`config.mk`:
```
export PLATFORM = sky130hd
export DESIGN_NAME = timer_scheduler
export DESIGN_NICKNAME = d
export VERILOG_FILES = /design/src/rtl/timer_scheduler.sv
export SDC_FILE = /design/constraint.sdc
export NUM_CORES = 1
export LEC_CHECK = 0
export ABC_AREA = 0
export CORE_MARGIN = 2
export CORE_UTILIZATION = 51
export CTS_CLUSTER_SIZE = 40
export DETAILED_ROUTE_END_ITERATION = 8
export DONT_BUFFER_PORTS = 1
export PLACE_DENSITY = 0.81
export RECOVER_POWER = 50
export SETUP_SLACK_MARGIN = 0.5
export SLEW_MARGIN = 30
export SYNTH_ARGS = -nofsm -noshare
export SYNTH_HDL_FRONTEND = slang
export SYNTH_SLANG_ARGS = --single-unit
```
`constraint.sdc`:
```
create_clock -name clk -period 2.67 [get_ports clk]
set_input_delay 0.267 -clock clk [delete_from_list [all_inputs] [get_ports clk]]
set_output_delay 0.267 -clock clk [all_outputs]
set_load 0.005 [all_outputs]
```
`src/rtl/timer_scheduler.sv`:
```
`default_nettype none
// ============================================================================
// Module      : timer_scheduler
// Description : Host-programmed delay sequencer. The host stages the low 24
//               bits of a delay, pushes full 48-bit delays into a small FIFO,
//               then starts a run. Each entry is loaded into an external
//               48-bit down-counter; when the counter reports zero a step
//               pulse is issued and the next entry is loaded. A done pulse
//               marks the end of the queue.
//
// Ports       : clk        in   system clock, rising edge
//               rst        in   asynchronous active-high reset
//               cs         in   host command strobe
//               op   [3:0] in   0=stage lo24, 1=push, 2=start, 3=abort
//               addr [7:0] in   high byte of a 24-bit half-word
//               data_in[15:0] in low 16 bits of a 24-bit half-word
//               timer_load out  one-cycle counter load strobe
//               timer_data[47:0] out counter load value (held between loads)
//               timer_end  in   counter-at-zero flag
//               busy       out  a run is in progress
//               step       out  one-cycle pulse per expired delay
//               done       out  one-cycle pulse when the queue is exhausted
//               full       out  queue holds DEPTH entries
//               overflow   out  sticky: a push was dropped
//
// Parameters  : DEPTH - queue depth, power of 2 in 2..16
// Macro       : TIMER_SCHED_REPEAT_EN - each popped entry is re-pushed to the
//               tail so the queue loops until abort; done never pulses.
//
// Revision    : 1.0 - initial release
// ============================================================================
module timer_scheduler #(
    parameter int DEPTH = 4
) (
    input  logic        clk,
    input  logic        rst,
    input  logic        cs,
    input  logic [3:0]  op,
    input  logic [7:0]  addr,
    input  logic [15:0] data_in,
    output logic        timer_load,
    output logic [47:0] timer_data,
    input  logic        timer_end,
    output logic        busy,
    output logic        step,
    output logic        done,
    output logic        full,
    output logic        overflow
);

    localparam int c_AW = $clog2(DEPTH);

    localparam logic [c_AW:0]   c_FULL_CNT = (c_AW + 1)'(DEPTH);
    localparam logic [c_AW:0]   c_CNT_ONE  = (c_AW + 1)'(1);
    localparam logic [c_AW-1:0] c_PTR_ONE  = c_AW'(1);
    localparam logic [c_AW-1:0] c_PTR_TWO  = c_AW'(2);

    localparam logic [3:0] c_OP_LO24  = 4'h0;
    localparam logic [3:0] c_OP_PUSH  = 4'h1;
    localparam logic [3:0] c_OP_START = 4'h2;
    localparam logic [3:0] c_OP_ABORT = 4'h3;

    localparam logic [1:0] c_ST_IDLE = 2'd0;
    localparam logic [1:0] c_ST_LOAD = 2'd1;
    localparam logic [1:0] c_ST_ARM  = 2'd2;
    localparam logic [1:0] c_ST_WAIT = 2'd3;

    // ------------------------------------------------------------------
    // State and storage
    // ------------------------------------------------------------------
    logic [1:0]      r_state;
    logic [47:0]     r_mem [DEPTH];
    logic [c_AW-1:0] r_rd_ptr;
    logic [c_AW-1:0] r_wr_ptr;
    logic [c_AW:0]   r_count;
    logic [23:0]     r_lo24;
    logic [47:0]     r_timer_data;
    logic            r_step;
    logic            r_done;
    logic            r_overflow;

    // ------------------------------------------------------------------
    // Command decode (only one opcode per cycle, so commands are exclusive)
    // ------------------------------------------------------------------
    logic        w_cmd_lo24;
    logic        w_cmd_push;
    logic        w_cmd_start;
    logic        w_cmd_abort;
    logic        w_full;
    logic        w_push_ok;
    logic        w_push_drop;
    logic [47:0] w_push_data;
    logic [47:0] w_head;

    assign w_cmd_lo24  = cs && (op == c_OP_LO24);
    assign w_cmd_push  = cs && (op == c_OP_PUSH);
    assign w_cmd_start = cs && (op == c_OP_START);
    assign w_cmd_abort = cs && (op == c_OP_ABORT);

    assign w_full      = (r_count == c_FULL_CNT);
    assign w_push_ok   = w_cmd_push && !w_full;
    assign w_push_drop = w_cmd_push && w_full;
    assign w_push_data = {addr, data_in, r_lo24};
    assign w_head      = r_mem[r_rd_ptr];

    // ------------------------------------------------------------------
    // Next-state / control
    // ------------------------------------------------------------------
    logic [1:0] w_state_nxt;
    logic       w_pop;
    logic       w_step;
    logic       w_done;
    logic       w_has_next;

    // A push landing in the same cycle as the expiry still counts as a
    // pending entry, so the run continues instead of finishing.
    assign w_has_next = (r_count != '0) || w_push_ok;

    always_comb begin
        w_state_nxt = r_state;
        w_pop       = 1'b0;
        w_step      = 1'b0;
        w_done      = 1'b0;
        case (r_state)
            c_ST_IDLE: begin
                if (w_cmd_start && (r_count != '0)) begin
                    w_state_nxt = c_ST_LOAD;
                end
            end
            c_ST_LOAD: begin
                w_pop       = 1'b1;
                w_state_nxt = c_ST_ARM;
            end
            c_ST_ARM: begin
                // Counter has only just been loaded; its zero flag is stale.
                w_state_nxt = c_ST_WAIT;
            end
            c_ST_WAIT: begin
                if (timer_end) begin
                    w_step = 1'b1;
                    if (w_has_next) begin
                        w_state_nxt = c_ST_LOAD;
                    end else begin
                        w_done      = 1'b1;
                        w_state_nxt = c_ST_IDLE;
                    end
                end
            end
            default: begin
                w_state_nxt = c_ST_IDLE;
            end
        endcase
        if (w_cmd_abort) begin
            w_state_nxt = c_ST_IDLE;
            w_pop       = 1'b0;
            w_step      = 1'b0;
            w_done      = 1'b0;
        end
    end

    always_ff @(posedge clk or posedge rst) begin
        if (rst) begin
            r_state <= c_ST_IDLE;
        end else begin
            r_state <= w_state_nxt;
        end
    end

    // ------------------------------------------------------------------
    // Queue write-port selection
    // ------------------------------------------------------------------
    logic        w_wr0_en;
    logic [47:0] w_wr0_data;
    logic        w_wr1_en;
    logic        w_cnt_dec;

`ifdef TIMER_SCHED_REPEAT_EN
    // The popped head is recycled to the tail; a host push in the same
    // cycle lands one slot behind it. Pop+recycle leaves the count alone.
    assign w_wr0_en   = w_pop || w_push_ok;
    assign w_wr0_data = w_pop ? w_head : w_push_data;
    assign w_wr1_en   = w_pop && w_push_ok;
    assign w_cnt_dec  = 1'b0;
`else
    assign w_wr0_en   = w_push_ok;
    assign w_wr0_data = w_push_data;
    assign w_wr1_en   = 1'b0;
    assign w_cnt_dec  = w_pop;
`endif

    always_ff @(posedge clk) begin
        if (w_wr0_en) begin
            r_mem[r_wr_ptr] <= w_wr0_data;
        end
        if (w_wr1_en) begin
            r_mem[r_wr_ptr + c_PTR_ONE] <= w_push_data;
        end
    end

    // ------------------------------------------------------------------
    // Pointers, count, staging register, output registers
    // ------------------------------------------------------------------
    always_ff @(posedge clk or posedge rst) begin
        if (rst) begin
            r_rd_ptr     <= '0;
            r_wr_ptr     <= '0;
            r_count      <= '0;
            r_lo24       <= '0;
            r_timer_data <= '0;
            r_step       <= 1'b0;
            r_done       <= 1'b0;
            r_overflow   <= 1'b0;
        end else begin
            r_step <= w_step;
            r_done <= w_done;

            if (timer_load) begin
                r_timer_data <= w_head;
            end

            // A dropped push in the same cycle outranks the clear on start.
            if (w_push_drop) begin
                r_overflow <= 1'b1;
            end else if (w_cmd_start) begin
                r_overflow <= 1'b0;
            end

            if (w_cmd_abort) begin
                r_rd_ptr <= '0;
                r_wr_ptr <= '0;
                r_count  <= '0;
                r_lo24   <= '0;
            end else begin
                if (w_cmd_lo24) begin
                    r_lo24 <= {addr, data_in};
                end
                if (w_pop) begin
                    r_rd_ptr <= r_rd_ptr + c_PTR_ONE;
                end
                if (w_wr1_en) begin
                    r_wr_ptr <= r_wr_ptr + c_PTR_TWO;
                end else if (w_wr0_en) begin
                    r_wr_ptr <= r_wr_ptr + c_PTR_ONE;
                end
                if (w_push_ok && !w_cnt_dec) begin
                    r_count <= r_count + c_CNT_ONE;
                end else if (!w_push_ok && w_cnt_dec) begin
                    r_count <= r_count - c_CNT_ONE;
                end
            end
        end
    end

    // ------------------------------------------------------------------
    // Outputs
    // ------------------------------------------------------------------
    assign timer_load = (r_state == c_ST_LOAD);
    assign timer_data = timer_load ? w_head : r_timer_data;
    assign busy       = (r_state != c_ST_IDLE);
    assign step       = r_step;
    assign done       = r_done;
    assign full       = w_full;
    assign overflow   = r_overflow;

endmodule
`default_nettype wire

```
==> results.yml <==
cells_and_area:
  finalNetCount: 594
  multi_input_area_um2: 2540
  syn2layout_area_growth_pct: 19.6
  regArea_um2: 7880
  stdcell_area_um2: 12400
  nFillCells: 1355
  drive_gt1_share_pct: 32.6
floorplan:
  pin_count: 86
  die_x_um: 146
  fp-row-count: 52
  fp.dieH_um: 146
  initial_core_util_pct: 51.5
  core_area_um2: 20000
  dieArea_um2: 21400
sta:
  slew_violations: 0
  hold_viol_final: 0
  setup_slack_ns: 0.272
  setup_violations: 0
  slew-limit-headroom_pct: 8.20
  grt_setup_unrepaired: "true"
  fin_crit_ns: 2.40
  tns_ns: 0
  worstMarginPinSlew_ns: 1.38
  max_freq_mhz: 417
  timing.final.crit_share_pct: 89.8
  finClkSkew_ns: 0.0143
worst_setup_path:
  slowest_stage: "mux4_2"
  critical_path_required_ns: 2.40
  cp.buffers_inverters: 2
  critPathKind: "flip-flop to primary output"
  critPathTopFamily: "multiplexers"
  worstPathArrival_ns: 2.13
  slowest_delay_ns: 0.55
  crit_path_end_kind: "primary output"
  crit_chain: "buf_12 -> buf_16 -> mux4_2 -> mux2_4"
  cp-start-kind: "flip-flop"
  cp_max_fo: 8
power_and_ir_drop:
  power.density_nw_per_um2: 1060
  ir_drop_mv: 0.530
  power_mw: 13.1
  p_leak_nw: 4.43
yosys:
  synth_top_area_cell: "edfxtp_1"
  synth_compound_area_share_pct: 2.73
  synth_cells: 489
  synth-seq-cells: 276
  synthMuxAreaShare_pct: 16.0
  syn_area_um2: 10300
  ys.flop_type: "edfxtp_1"
  synth.avg_cell_area_um2: 21.1
  ys_seq_area_share_pct: 76.2
  synth_top_family_by_area: "multiplexers"
  netlist_top_cells_area: "edfxtp_1 56%, dfrtp_1 20%, mux4_2 10%"
  synth_fa_ha_area_share_pct: 1.04
  synth-xor-area-share_pct: 0.339
  synth-simple-area-share_pct: 2.41
  yosys.area.top_type_share_pct: 55.8
  synth_edf_count: 192
  async_flop_share_pct: 30.4
  synth_cell_types: 39
  synth_warnings: 0
  syn_nets: 529
cts:
  htreeDepth: 1
  clk_pin_slew_ns: 0.07
  cts_tree: "built"
  cts_sinks: 276
  clkLatencyLatePin_ns: 0.54
  cts_buffers: 27
  clock_tree.root_cell: "clkbuf_16"
  clock_path_buffers: 3
detailed_routing:
  routed-via-count: 4927
  drt-total-wl_um: 20900
  firstDrtPassIters: 4
  antenna_left: 0
  wl_per_cell_um: 24.8
  viasPerCell: 5.83
  drt_iter0_drc: 448
  drcViolationCount: 0
job:
  drv_cap: 0
place:
  gp_congestion: 0.770
  io_buffers: 0
  pre_cts_ws_ns: 0.499
  dp_hpwl_um: 10900
  place_area_um2: 10800
global_routing:
  grt_max_degree: 49
  groute.usage.overall_pct: 19.6
  grt_pass1_vias: 5402
  grt_pass1_wl_um: 32100
  antenna_found_initial: 1
  grt_overflow: 0
hold_path:
  min_path_type: "input port to flip-flop"
status:
  run_status: "complete, no violations"
## final timing paths
| check | startpoint | to | slack (ns) | depth (start not counted) |
|---|---|---|---|---|
| max | r_rd_ptr[0] | timer_data[9] | 0.27 | 4 |
| min | timer_end | r_state[0] | 0.01 | 2 |
| max reg2reg | r_count[2] | r_count[2] | 0.48 | 8 |
| min reg2reg | r_timer_data[29] | r_timer_data[29] | 0.50 | 1 |
| max in group asynchronous | rst | r_rd_ptr[0] | 0.87 | 3 |
| min in group asynchronous | rst | r_count[2] | 0.29 | 2 |
## logic make-up after synthesis
family / Yosys count
AND/OR/NAND/NOR: 35
XOR/XNOR: 4
AO/OA/AOI/OAI: 34
adder cells (fa/ha/maj): 8
buffers and inverters: 33
multiplexers: 99
flip-flops: 276
## cell usage after synthesis (all sizes together) (2+ instances only)
| library cell | instances |
|---|---|
| edfxtp | 192 |
| nor3b | 3 |
| nor4b | 2 |
| and4 | 2 |
| mux4 | 48 |
| mux2i | 3 |
| a2111oi | 2 |
| inv | 10 |
| mux2 | 48 |
| o21ai | 3 |
| nand2 | 3 |
| nor2 | 11 |
| nor3 | 4 |
| ha | 7 |
| buf | 13 |
| and2 | 5 |
| xnor2 | 3 |
| a22o | 24 |
| dfrtp | 84 |
| clkbuf | 9 |
## final cells by class
cell class,instances,share of cell area (%)
Multi-Input combinational cell,180,20.6
Inverter,11,0.375
Tap cell,270,2.74
Timing Repair Buffer,58,5.92
Sequential cell,276,63.8
Clock buffer,41,6.14
Clock inverter,8,0.476
Antenna cell,1,0.0203
## worst register-to-register path, stage by stage, from the launching register on
cell        delay (ns)
dfrtp_1           0.44
or3b_4            0.28
clkinvlp_4        0.17
nor4_4            0.38
fa_2              0.30
nor2_1            0.04
and4_1            0.18
o21ai_1           0.13
nor3b_2           0.20
## state kept, by name, indices dropped and copies added, names as in the netlist
signal and flops:
done 1, overflow 1, r_count 3, r_lo24 24
r_mem 192, r_rd_ptr 2, r_state 2, r_timer_data 48
r_wr_ptr 2, step 1
## cells in the final DEF, fill, tap and decap left out, types with 4 or more instances in the layout
master	synthesis	routed
mux2_2	48	6
clkbuf_1	9	11
buf_12	0	7
mux2_4	0	42
a22o_1	24	24
nor2_1	11	10
clkbuf_16	0	29
buf_6	0	4
inv_1	10	9
mux4_2	48	48
dfrtp_1	84	82
edfxtp_1	192	192
dlygate4sd3_1	0	26
ha_1	7	6
buf_16	0	5
buf_4	0	11
## where the power goes
part / total (mW) / internal (mW) / leakage [nW] / switching [mW]
Sequential: 5.61 / 5.27 / 2.74 / 0.338
Clock: 3.51 / 1.97 / 0.396 / 1.55
Combinational: 3.94 / 2.17 / 1.29 / 1.77
## metrics by stage
step	utilization [%]	cells	hold slack, ns
detailed placement	53.9	752	0.153
finish	61.6	845	0.0141
floorplan	-	489	0.366
CTS	61.1	838	0.00403
global placement	53.9	752	0.145
global route	61.6	845	0.0119
## metal layers
metal	GRT usage [%]	up-vias	wire (um)
li1	-	2089	-
met1	26.7	2624	8590
met2	32.2	180	10400
met3	5.22	34	1480
met4	4.42	0	448
met5	0	-	0
## timing repair
action                                  4_1_cts  5_1_grt
hold endpoints to repair                    137        0
gates cloned                                  2        2
endpoints found under the setup margin       49      208
buffers inserted                              9        4
hold buffers                                 26        0
gates resized for setup                      59       11
pin swaps                                     0        4
Note: power is estimated with default switching activity, not from simulation.
